## config.mk

```make
export PLATFORM = sky130hd
export DESIGN_NAME = wb_stream_master
export DESIGN_NICKNAME = d
export VERILOG_FILES = /design/src/rtl/wb_stream_master_pkg.sv /design/src/rtl/wb_stream_serdes.sv /design/src/rtl/wb_stream_master.sv
export SDC_FILE = /design/constraint.sdc
export NUM_CORES = 1
export LEC_CHECK = 0
export BUFFER_PORTS_ARGS = -buffer_cell sky130_fd_sc_hd__buf_2
export CELL_PAD_IN_SITES_DETAIL_PLACEMENT = 0
export CELL_PAD_IN_SITES_GLOBAL_PLACEMENT = 1
export CORE_UTILIZATION = 42
export DETAILED_ROUTE_END_ITERATION = 8
export GPL_ROUTABILITY_DRIVEN = 0
export MAX_ROUTING_LAYER = met4
export PLACE_DENSITY_LB_ADDON = 0.1
export SYNTH_ARGS = -nofsm -noshare
export SYNTH_HDL_FRONTEND = slang
export SYNTH_HIERARCHICAL = 1
export SYNTH_SLANG_ARGS = --single-unit
```

## constraint.sdc

```tcl
create_clock -name clk -period 4.9 [get_ports clk]
set_input_delay 0.735 -clock clk [delete_from_list [all_inputs] [get_ports clk]]
set_output_delay 0.735 -clock clk [all_outputs]
set_load 0.01 [all_outputs]
```

## src/rtl/wb_stream_master_pkg.sv

```systemverilog
// Shared command bytes, status codes and FSM state encoding for the byte-stream Wishbone master.
package wb_stream_master_pkg;

  localparam logic [7:0] CMD_READ   = 8'hA1;
  localparam logic [7:0] CMD_WRITE  = 8'hA2;

  localparam logic [7:0] ST_ACK     = 8'h00;
  localparam logic [7:0] ST_ERR     = 8'h01;
  localparam logic [7:0] ST_RTY     = 8'h02;
  localparam logic [7:0] ST_TIMEOUT = 8'h03;
  localparam logic [7:0] ST_UNKNOWN = 8'hFE;

  localparam logic [2:0] S_IDLE  = 3'd0;
  localparam logic [2:0] S_ADDR  = 3'd1;
  localparam logic [2:0] S_WDATA = 3'd2;
  localparam logic [2:0] S_BUS   = 3'd3;
  localparam logic [2:0] S_RESP  = 3'd4;

endpackage

```

## src/rtl/wb_stream_serdes.sv

```systemverilog
// N-byte MSB-first shift-in register with parallel load, plus a byte selector (idx 0 = MSB byte).
// Single-cycle: shift/load take effect on the next edge; the selector is combinational.
module wb_stream_serdes #(
  parameter int N = 4
) (
  input  logic           clk,
  input  logic           rst,
  input  logic           shift,
  input  logic [7:0]     shift_byte,
  input  logic           load,
  input  logic [8*N-1:0] load_word,
  output logic [8*N-1:0] word,
  input  logic [7:0]     idx,
  output logic [7:0]     idx_byte
);

  logic [8*N-1:0] shifted;

  always_comb begin
    shifted      = word << 8;
    shifted[7:0] = shift_byte;
  end

  always_ff @(posedge clk or posedge rst) begin
    if (rst) begin
      word <= '0;
    end else if (load) begin
      word <= load_word;
    end else if (shift) begin
      word <= shifted;
    end
  end

  // Out-of-range indices read as zero rather than wrapping.
  always_comb begin
    idx_byte = '0;
    for (int i = 0; i < N; i++) begin
      if (idx == 8'(N - 1 - i)) idx_byte = word[8*i +: 8];
    end
  end

endmodule

```

## src/rtl/wb_stream_master.sv

```systemverilog
// Framed byte-stream commands to single classic Wishbone cycles; status (+read data) returned on tx.
// Read latency: last address byte to status valid = 2 cycles at zero wait; rx stalls while busy, tx holds until tready.
module wb_stream_master
  import wb_stream_master_pkg::*;
#(
  parameter int ADDR_WIDTH   = 32,
  parameter int DATA_WIDTH   = 32,
  parameter int SELECT_WIDTH = DATA_WIDTH / 8,
  parameter int TIMEOUT      = 255
) (
  input  logic                    clk,
  input  logic                    rst,
  input  logic [7:0]              rx_tdata,
  input  logic                    rx_tvalid,
  output logic                    rx_tready,
  output logic [7:0]              tx_tdata,
  output logic                    tx_tvalid,
  input  logic                    tx_tready,
  output logic [ADDR_WIDTH-1:0]   wbm_adr_o,
  output logic [DATA_WIDTH-1:0]   wbm_dat_o,
  input  logic [DATA_WIDTH-1:0]   wbm_dat_i,
  output logic                    wbm_we_o,
  output logic [SELECT_WIDTH-1:0] wbm_sel_o,
  output logic                    wbm_stb_o,
  output logic                    wbm_cyc_o,
  input  logic                    wbm_ack_i,
  input  logic                    wbm_err_i,
  input  logic                    wbm_rty_i,
  output logic                    busy
);

  localparam int          AB       = ADDR_WIDTH / 8;
  localparam int          DB       = DATA_WIDTH / 8;
  localparam logic [31:0] TMO_LAST = 32'(TIMEOUT) - 32'd1;

  logic [2:0]            state, next_state;
  logic [7:0]            byte_cnt;
  logic [31:0]           tmo_cnt;
  logic                  is_write;
  logic [7:0]            status;
  logic                  rx_fire, tx_fire, term, timed_out, bus_done, resp_last, valid_cmd;
  logic [7:0]            sel_idx, data_byte, adr_byte_unused;
  logic [DATA_WIDTH-1:0] rdata_word;
  logic                  rx_ready_d, bus_d, busy_d, tx_valid_d;
  logic [7:0]            tx_data_d;

  assign rx_fire    = rx_tvalid & rx_tready;
  assign tx_fire    = tx_tvalid & tx_tready;
  assign term       = wbm_ack_i | wbm_err_i | wbm_rty_i;
  assign timed_out  = (TIMEOUT != 0) && (tmo_cnt == TMO_LAST);
  assign bus_done   = (state == S_BUS) && (term || timed_out);
  assign valid_cmd  = (rx_tdata == CMD_READ) || (rx_tdata == CMD_WRITE);
  assign resp_last  = (is_write || status == ST_UNKNOWN) ? (byte_cnt == 8'd0) : (byte_cnt == 8'(DB));
  assign sel_idx    = tx_fire ? byte_cnt + 8'd1 : byte_cnt;
  assign rdata_word = wbm_ack_i ? wbm_dat_i : '0;

  always_ff @(posedge clk or posedge rst) begin
    if (rst) state <= S_IDLE;
    else     state <= next_state;
  end

  always_comb begin
    next_state = state;
    case (state)
      S_IDLE:  if (rx_fire) next_state = valid_cmd ? S_ADDR : S_RESP;
      S_ADDR:  if (rx_fire && byte_cnt == 8'(AB - 1)) next_state = is_write ? S_WDATA : S_BUS;
      S_WDATA: if (rx_fire && byte_cnt == 8'(DB - 1)) next_state = S_BUS;
      S_BUS:   if (term || timed_out) next_state = S_RESP;
      S_RESP:  if (tx_fire && resp_last) next_state = S_IDLE;
      default: next_state = S_IDLE;
    endcase
  end

  // Outputs are computed from next_state so every port comes straight from a flop.
  always_comb begin
    rx_ready_d = (next_state == S_IDLE) || (next_state == S_ADDR) || (next_state == S_WDATA);
    bus_d      = (next_state == S_BUS);
    busy_d     = (next_state != S_IDLE);
    tx_valid_d = (state == S_RESP) && !(tx_fire && resp_last);
    tx_data_d  = tx_tdata;
    if (state == S_RESP && (!tx_tvalid || tx_fire)) begin
      tx_data_d = (sel_idx == 8'd0) ? status : data_byte;
    end
  end

  always_ff @(posedge clk or posedge rst) begin
    if (rst) begin
      rx_tready <= 1'b0;
      tx_tvalid <= 1'b0;
      tx_tdata  <= '0;
      wbm_cyc_o <= 1'b0;
      wbm_stb_o <= 1'b0;
      wbm_we_o  <= 1'b0;
      wbm_sel_o <= '0;
      busy      <= 1'b0;
    end else begin
      rx_tready <= rx_ready_d;
      tx_tvalid <= tx_valid_d;
      tx_tdata  <= tx_data_d;
      wbm_cyc_o <= bus_d;
      wbm_stb_o <= bus_d;
      wbm_we_o  <= bus_d & is_write;
      wbm_sel_o <= bus_d ? '1 : '0;
      busy      <= busy_d;
    end
  end

  always_ff @(posedge clk or posedge rst) begin
    if (rst) begin
      byte_cnt <= '0;
      tmo_cnt  <= '0;
      is_write <= 1'b0;
      status   <= '0;
    end else begin
      if (next_state != state)    byte_cnt <= '0;
      else if (rx_fire || tx_fire) byte_cnt <= byte_cnt + 8'd1;
      tmo_cnt <= (state == S_BUS) ? tmo_cnt + 32'd1 : 32'd0;
      if (state == S_IDLE && rx_fire) begin
        is_write <= (rx_tdata == CMD_WRITE);
        if (!valid_cmd) status <= ST_UNKNOWN;
      end
      // ack > err > rty; timeout only when nothing terminated.
      if (bus_done) begin
        if (wbm_ack_i)      status <= ST_ACK;
        else if (wbm_err_i) status <= ST_ERR;
        else if (wbm_rty_i) status <= ST_RTY;
        else                status <= ST_TIMEOUT;
      end
    end
  end

  wb_stream_serdes #(.N(AB)) u_addr (
    .clk        (clk),
    .rst        (rst),
    .shift      ((state == S_ADDR) && rx_fire),
    .shift_byte (rx_tdata),
    .load       (1'b0),
    .load_word  ({ADDR_WIDTH{1'b0}}),
    .word       (wbm_adr_o),
    .idx        (8'd0),
    .idx_byte   (adr_byte_unused)
  );

  // Write data register doubles as the read-data capture for the response.
  wb_stream_serdes #(.N(DB)) u_data (
    .clk        (clk),
    .rst        (rst),
    .shift      ((state == S_WDATA) && rx_fire),
    .shift_byte (rx_tdata),
    .load       (bus_done && !is_write),
    .load_word  (rdata_word),
    .word       (wbm_dat_o),
    .idx        (sel_idx - 8'd1),
    .idx_byte   (data_byte)
  );

endmodule

```

; After elaboration in Yosys (flattened, before gate mapping)
; Index checks and enable logic that the tools add are counted.
[totals]
reg_bits = 133
inputBits = 47
output_inout_bits = 82
wordCells = 97
[op_classes]
addsub = 3
eq_ne = 18
muxes = 28
bitwise_logic = 5
reduce_logical = 29
[op_table]
columns = operator, n
row1 = 2-to-1 mux 32 bit, 4
row2 = 2-to-1 mux 8 bit, 11
row3 = adder 32 x 1 -> 32 bit (second input constant), 1
row4 = == test 32 x 8 -> 1 bit (second input constant), 1
row5 = == test 8 x 2 -> 1 bit (second input constant), 3
row6 = == test 8 bit (second input constant), 3
row7 = zero test 8 bit, 3
row8 = 2-to-1 mux 3 bit, 6
row9 = case mux 3 bit (5 select lines), 1
row10 = == test 3 x 2 -> 1 bit (second input constant), 4
row11 = logical AND 1 bit, 9
row12 = adder 8 x 1 -> 8 bit (second input constant), 1
row13 = == test 8 x 1 -> 1 bit (second input constant), 1
row14 = == test 8 x 3 -> 1 bit (second input constant), 1
row15 = subtractor 8 x 1 -> 8 bit (second input constant), 1
row16 = logical OR 1 bit, 7
row17 = == test 3 x 1 -> 1 bit (second input constant), 2
row18 = zero test 3 bit, 2
row19 = nonzero test 2 bit, 3
row20 = 2-to-1 mux 2 bit, 2
row21 = 2-to-1 mux 4 bit, 1
row22 = AND 1 bit, 3
row23 = == test 3 bit (second input constant), 1
row24 = zero test 1 bit, 3
row25 = other kinds (6), 9

; Depth between registers and ports, before layout
; Gate-level depths: netlist (run 1).
[depth]
word_depth = 9
mapped_depth = 12
ltp_nobuf = 12

; Hierarchy
; Netlist (run 1), hierarchy kept.
[by_module_without_submodules]
columns = module, n_inst, cells_each, area_per_inst_um2, seq_area_each_um2
row1 = wb_stream_master, 1, 408, 3579.7, 1501.4
row2 = wb_stream_serdes, 2, 160, 1721.7, 800.8

; Worst setup path before layout (run 1)
; Ideal clock, no wire load.
[synth_path]
path_type = input to register
from = input port tx_tready
to = register tx_tdata[0]
setup_ps = 77
arrival_ps = 2780
path_slack_ps = 2043
cell_stages = 12
path_buffers = 1
cell_sequence = and2_1 clkbuf_1 xnor2_1 ha_1 o211a_1 xnor2_1 o22ai_1 xor2_1 nor4_2 and3_1 mux2i_1 a21oi_1
[synth_via]
elab_chain_cells = 9
word_cells_on_any_way = 15
[synth_lines]
columns = item, line
row1 = start: declaration, wb_stream_master.sv:18  ; input logic tx_tready,
row2 = AND 1 bit *, wb_stream_master.sv:48  ; assign tx_fire = tx_tvalid & tx_tready;
row3 = 2-to-1 mux 8 bit *, wb_stream_master.sv:54  ; assign sel_idx = tx_fire ? byte_cnt + 8'd1 : byte_cnt;
row4 = subtractor 8 x 1 -> 8 bit *, wb_stream_master.sv:153  ; .idx (sel_idx - 8'd1),
row5 = == test 8 x 2 -> 1 bit, wb_stream_serdes.sv:38  ; if (idx == 8'(N - 1 - i)) idx_byte = word[8*i +: 8];
row6 = 2-to-1 mux 8 bit (3 in series), wb_stream_serdes.sv:38
row7 = 2-to-1 mux 8 bit *, wb_stream_serdes.sv:38
row8 = via data_byte[0], wb_stream_master.sv:42  ; logic [7:0] sel_idx, data_byte, adr_byte_unused;
row9 = 2-to-1 mux 8 bit *, wb_stream_master.sv:82  ; tx_data_d = (sel_idx == 8'd0) ? status : data_byte;
row10 = end signal: assignment, wb_stream_master.sv:99  ; tx_tdata <= tx_data_d;
row11 = end: declaration, wb_stream_master.sv:16  ; output logic [7:0] tx_tdata,
; The timed path passes the listed nets; every way through them passes the cells marked *.
; A chain may end at the register's enable or synchronous reset.

; Worst setup path after layout (run 1)
[layout_path]
from = register tx_tvalid
to = register tx_tdata[6]
[layout_via]
elab_chain_cells = 9
word_cells_on_any_way = 16
[layout_lines]
columns = item, line
row1 = start: declaration, wb_stream_master.sv:17  ; output logic tx_tvalid,
row2 = start signal: assignment, wb_stream_master.sv:98  ; tx_tvalid <= tx_valid_d;
row3 = AND 1 bit *, wb_stream_master.sv:48
row4 = 2-to-1 mux 8 bit *, wb_stream_master.sv:54
row5 = subtractor 8 x 1 -> 8 bit *, wb_stream_master.sv:153
row6 = == test 8 x 2 -> 1 bit, wb_stream_serdes.sv:38
row7 = 2-to-1 mux 8 bit (3 in series), wb_stream_serdes.sv:38
row8 = 2-to-1 mux 8 bit *, wb_stream_serdes.sv:38
row9 = via data_byte[6], wb_stream_master.sv:42
row10 = 2-to-1 mux 8 bit *, wb_stream_master.sv:82
; Marked as above.

==> results of run 1 <==
-- area by class of cell --
cell class                      count  share of cell area
Clock inverter                     11              0.0200
Timing Repair Buffer              135              0.0840
Inverter                           15             0.00682
Tap cell                          216              0.0327
Clock buffer                       21              0.0558
Sequential cell                   124               0.376
Antenna cell                        1            0.000303
Multi-Input combinational cell    556               0.425
-- flip-flops by register name (all words and copies together) (netlist names) --
signal	count
u_addr/word	32
state	3
wbm_we_o	1
rx_tready	1
tmo_cnt	32
tx_tdata	8
u_data/word	32
is_write	1
busy	1
byte_cnt	8
status	3
tx_tvalid	1
wbm_sel_o	1
-- through the flow --
stage | power, W | instance area (um^2) | utilization
finish | 0.00348 | 8260 | 0.524
global route | 0.00368 | 8260 | 0.524
CTS | 0.00352 | 8250 | 0.523
detailed placement | 0.00217 | 7630 | 0.484
global placement | 0.00214 | 7630 | 0.484
floorplan | 0.00193 | 6880 | -
-- final timing paths --
check                           from             end  slack, ns  cells after the start
hold / removal                   rst  u_data/word[0]       0.44                      3
max in group asynchronous        rst      tmo_cnt[7]       3.84                      3
setup reg to reg           tx_tvalid     tx_tdata[6]       1.68                     10
min in group clk           status[6]       status[6]       0.53                      1
hold reg to reg            status[6]       status[6]       0.53                      1
setup / recovery           tx_tvalid     tx_tdata[6]       1.68                     10
-- power groups by stage --
| stage | clock, W | combinational (W) | sequential (W) |
|---|---|---|---|
| floorplan | 0 | 0.000676 | 0.00125 |
| global placement | 0 | 0.000889 | 0.00126 |
| detailed placement | 0 | 0.000914 | 0.00126 |
| CTS | 0.00137 | 0.000916 | 0.00124 |
| global route | 0.00141 | 0.00102 | 0.00126 |
| finish | 0.00133 | 0.000909 | 0.00124 |
-- critical path, cell delays in order (launching register included) --
cell and delay [ns]:
dfrtp_1 0.42, and2_1 0.26, xnor2_2 0.65, nand3_1 0.31
nor4_1 0.31, a31oi_1 0.09, xnor2_1 0.17, nor4_2 0.50
and3_1 0.23, nand2_1 0.05, a21oi_1 0.16
-- layout by cell type (no fill, tap or decap), types with 6 or more instances in the layout --
cell and count:
ha_1 6, nor3_1 8, and2_1 35, conb_1 33, o21ai_0 69, buf_2 128, nand3_1 26, nor4_1 8
xnor2_1 18, or3_1 7, clkbuf_16 17, nand2_1 95, dfrtp_1 124, nor2_1 63, inv_1 14, a21oi_1 18
and3_1 14, buf_4 7, mux2i_1 68, mux4_2 8, xor2_1 29, nand4_1 9
-- layer usage --
layer | share of wire | GRT usage | routed length, um
met2 | 0.47 | 0.337 | 7920
met3 | 0.048 | 0.0499 | 794
met5 | 0 | - | 0
met4 | 0.018 | 0.0865 | 296
met1 | 0.46 | 0.285 | 7690
==> impl_metrics.yaml, run 1 <==
clock_tree:
  ctsResizeCount: 0
  cts-root-buf: "clkbuf_16"
  cts_hold_buf: 0
  cts_tree: "done"
  cts_buffers: 17
  clkTransAtPathRegs_ns: 0.06
  clock_latency_ns: 0.42
  cts.path.max_buffers: 2
  cts_setup_buffers: 0
  clock_sinks: 124
  htree_levels: 4
sta:
  rsz0062_at_grt: "no"
  fin_crit_sh: 0.658
  slew_headroom: 0.441
  setup_slack_ns: 1.68
  drv_slew: 0
  setup_viol: 0
  fin_skew_ns: 0.00911
  fmax_ghz: 0.310
  holdWs_ns: 0.439
  fin_setup_tns_ns: 0
  hold_viol: 0
  period_needed_ns: 3.22
  timing_worst_slew_pin_value_ns: 0.838
power_and_ir_drop:
  p_clk_frac: 0.383
  p_sw_frac: 0.309
  p_sw_w: 0.00108
  combinationalPowerShare: 0.261
  pwr-share-seq: 0.356
  ir_drop_uv: 248
  internal-power_w: 0.00241
  p_leak_nw: 3.58
  powerDensity_mw_per_mm2: 422
placed_design:
  placedCellCount: 1046
  dp_hpwl_um: 11900
  numPortBuffers: 128
  dp_slack_ns: 1.18
grt:
  grt_pass1_wl_um: 27100
  grt_overflow_total: 0
  grt_max_degree: 65
  grt_pass1_vias: 5236
  gr-usage-all-layers: 0.221
  antenna_found_initial: 1
detailed_routing:
  vias_per_cell: 5.01
  wl_um: 16700
  drc: 0
  drt-pass1-iter-count: 4
  initialDrtViolationCount: 262
  routedWlPerCell_um: 15.5
  ant_nets: 0
  via_count: 5410
die:
  io_pins: 129
  core_area_mm2: 0.0158
  die_h_um: 129
  start_util: 0.429
  die_w_um: 129
  rows: 46
  die_area_mm2: 0.0166
final_layout:
  fin_cells: 1079
  fill_cells: 1516
  multi_input_area_mm2: 0.00351
  drive_above_1_share: 0.216
  area_growth_pct: 22.1
  final_nets: 902
  register_area_mm2: 0.00310
worst_setup_path:
  crit_fanout: 11
  cp.required_ns: 5.24
  path_class: "register to register"
  crit_path_end_kind: "register"
  start_kind: "register"
  crit_arrival_ns: 3.56
synthesis:
  yosysWarnings: 6
  syn_inst: 708
  synth.avg_cell_area_um2: 9.55
  syn_area_mm2: 0.00676
run_status:
  status: "finished, final reports clean"
hold_path:
  hp-class: "primary input to async pin"
job:
  maxCapViolations: 0
(Power assumes the default switching activity.)
==> inputs of run 2 (changes only) <==
Settings changed: CORE_UTILIZATION 42 to 39.
Clock period 4.9 ns to 2.8 ns, I/O delays scaled along.
==> impl_metrics.yaml, run 2 (same netlist as run 1, synthesis figures left out) <==
run_status:
  status: "finished, final reports clean"
hold_path:
  hp-class: "primary input to async pin"
placed_design:
  dp_hpwl_um: 12400
  numPortBuffers: 128
  postPlaceCellArea_mm2: 0.00774
detailed_routing:
  wl_um: 18200
  via_count: 5640
  routedWlPerCell_um: 16.5
  drt-pass1-iter-count: 5
  vias_per_cell: 5.10
  drc: 0
  ant_nets: 0
  initialDrtViolationCount: 302
clock_tree:
  cts_hold_buf: 0
  cts_tree: "done"
  htree_levels: 4
  cts-root-buf: "clkbuf_16"
  clock_latency_ns: 0.42
  cts.path.max_buffers: 2
  clock_sinks: 124
  clkTransAtPathRegs_ns: 0.06
  cts_buffers: 17
grt:
  grt_pass1_wl_um: 29100
  grt_pass1_vias: 5554
  antenna_found_initial: 1
  grt_max_degree: 65
  gr-usage-all-layers: 0.215
  grt_overflow_total: 0
die:
  io_pins: 129
  start_util: 0.403
  die_h_um: 134
  die_w_um: 134
  core_area_mm2: 0.0168
  rows: 47
  die_area_mm2: 0.0179
worst_setup_path:
  cp.required_ns: 3.14
  crit_arrival_ns: 2.94
  start_kind: "register"
  path_class: "register to register"
  r2r_slack_ns: 0.20
  crit_fanout: 8
  crit_path_end_kind: "register"
final_layout:
  stdcell_area_mm2: 0.00846
  final_nets: 924
  largestRegisters: "tmo_cnt: 32 flops, u_addr/word: 32 flops, u_data/word: 32 flops"
  final_common_cell: "buf_2"
  utilization: 0.505
  final_cell_mix: "128 x buf_2, 121 x dfrtp_1, 95 x nand2_1"
  area_growth_pct: 25.2
  drive_above_1_share: 0.251
power_and_ir_drop:
  p_leak_nw: 3.65
  ir_drop_uv: 565
  powerDensity_mw_per_mm2: 742
sta:
  period_needed_ns: 2.60
  timing_worst_slew_pin_value_ns: 1.09
  drv_slew: 0
  fin_skew_ns: 0.00701
  holdWs_ns: 0.109
  fmax_ghz: 0.385
  slew_headroom: 0.272
  fin_crit_sh: 0.927
  hold_viol: 0
  setup_viol: 0
job:
  maxCapViolations: 0
==> run 2: repair_timing <==
action,4_1_cts,5_1_grt
pin swaps,1,5
gates cloned,1,2
endpoints found under the hold margin,0,0
endpoints found under the setup margin,1,32
gates resized for setup,1,17
setup buffers,0,6
==> run 2: metal layers <==
layer / GRT usage / up-vias / wire, um
li1: - / 2735 / -
met1: 0.276 / 2720 / 8220
met2: 0.341 / 160 / 8880
met3: 0.0506 / 25 / 898
met4: 0.0549 / 0 / 223
met5: - / - / 0
==> run 2: through the flow <==
step	cells	total power, W	setup slack, ns	setup TNS [ns]
after floorplan	740	0.00337	0.158	0
after global placement	1063	0.00395	-0.0187	-0.0187
after detailed placement	1063	0.00397	-0.00803	-0.00803
after CTS	1096	0.00615	0.00765	0
after global routing	1105	0.00662	-0.00218	-0.00218
final	1105	0.00628	0.204	0
==> run 2: critical path, stage by stage (launching register included) <==
cell,delay (ns)
dfrtp_2,0.42
buf_4,0.15
and3_1,0.20
and4_2,0.25
o211a_1,0.25
xnor2_1,0.13
o22ai_1,0.18
xor2_1,0.11
nor4_2,0.27
buf_4,0.17
and3_1,0.17
nand2_1,0.06
a21oi_1,0.16
==> run 2: final timing paths <==
kind,startpoint,endpoint,cells past startpoint
worst max register to register,byte_cnt[1],tx_tdata[6],12
worst min-delay path,rst,is_write,2
max in group asynchronous,rst,u_addr/word[13],3
min in group clk,wbm_dat_i[21],u_data/word[21],4
worst min register to register,status[6],status[6],1
worst max-delay path,byte_cnt[1],tx_tdata[6],12
==> run 2: report_power, final <==
part           total, W  internal, W  switching (W)
logic           0.00198     0.000907        0.00108
clock network   0.00215      0.00130       0.000848
registers       0.00214      0.00198       0.000162
==> run 2: final cells by class <==
cell class / count / area, um^2
Tap cell: 220 / 275
Fill cell: 1637 / 8300
Antenna cell: 1 / 2.50
Sequential cell: 124 / 3110
Clock buffer: 17 / 425
Multi-Input combinational cell: 559 / 3600
Inverter: 15 / 60.1
Clock inverter: 15 / 150
Timing Repair Buffer: 154 / 848
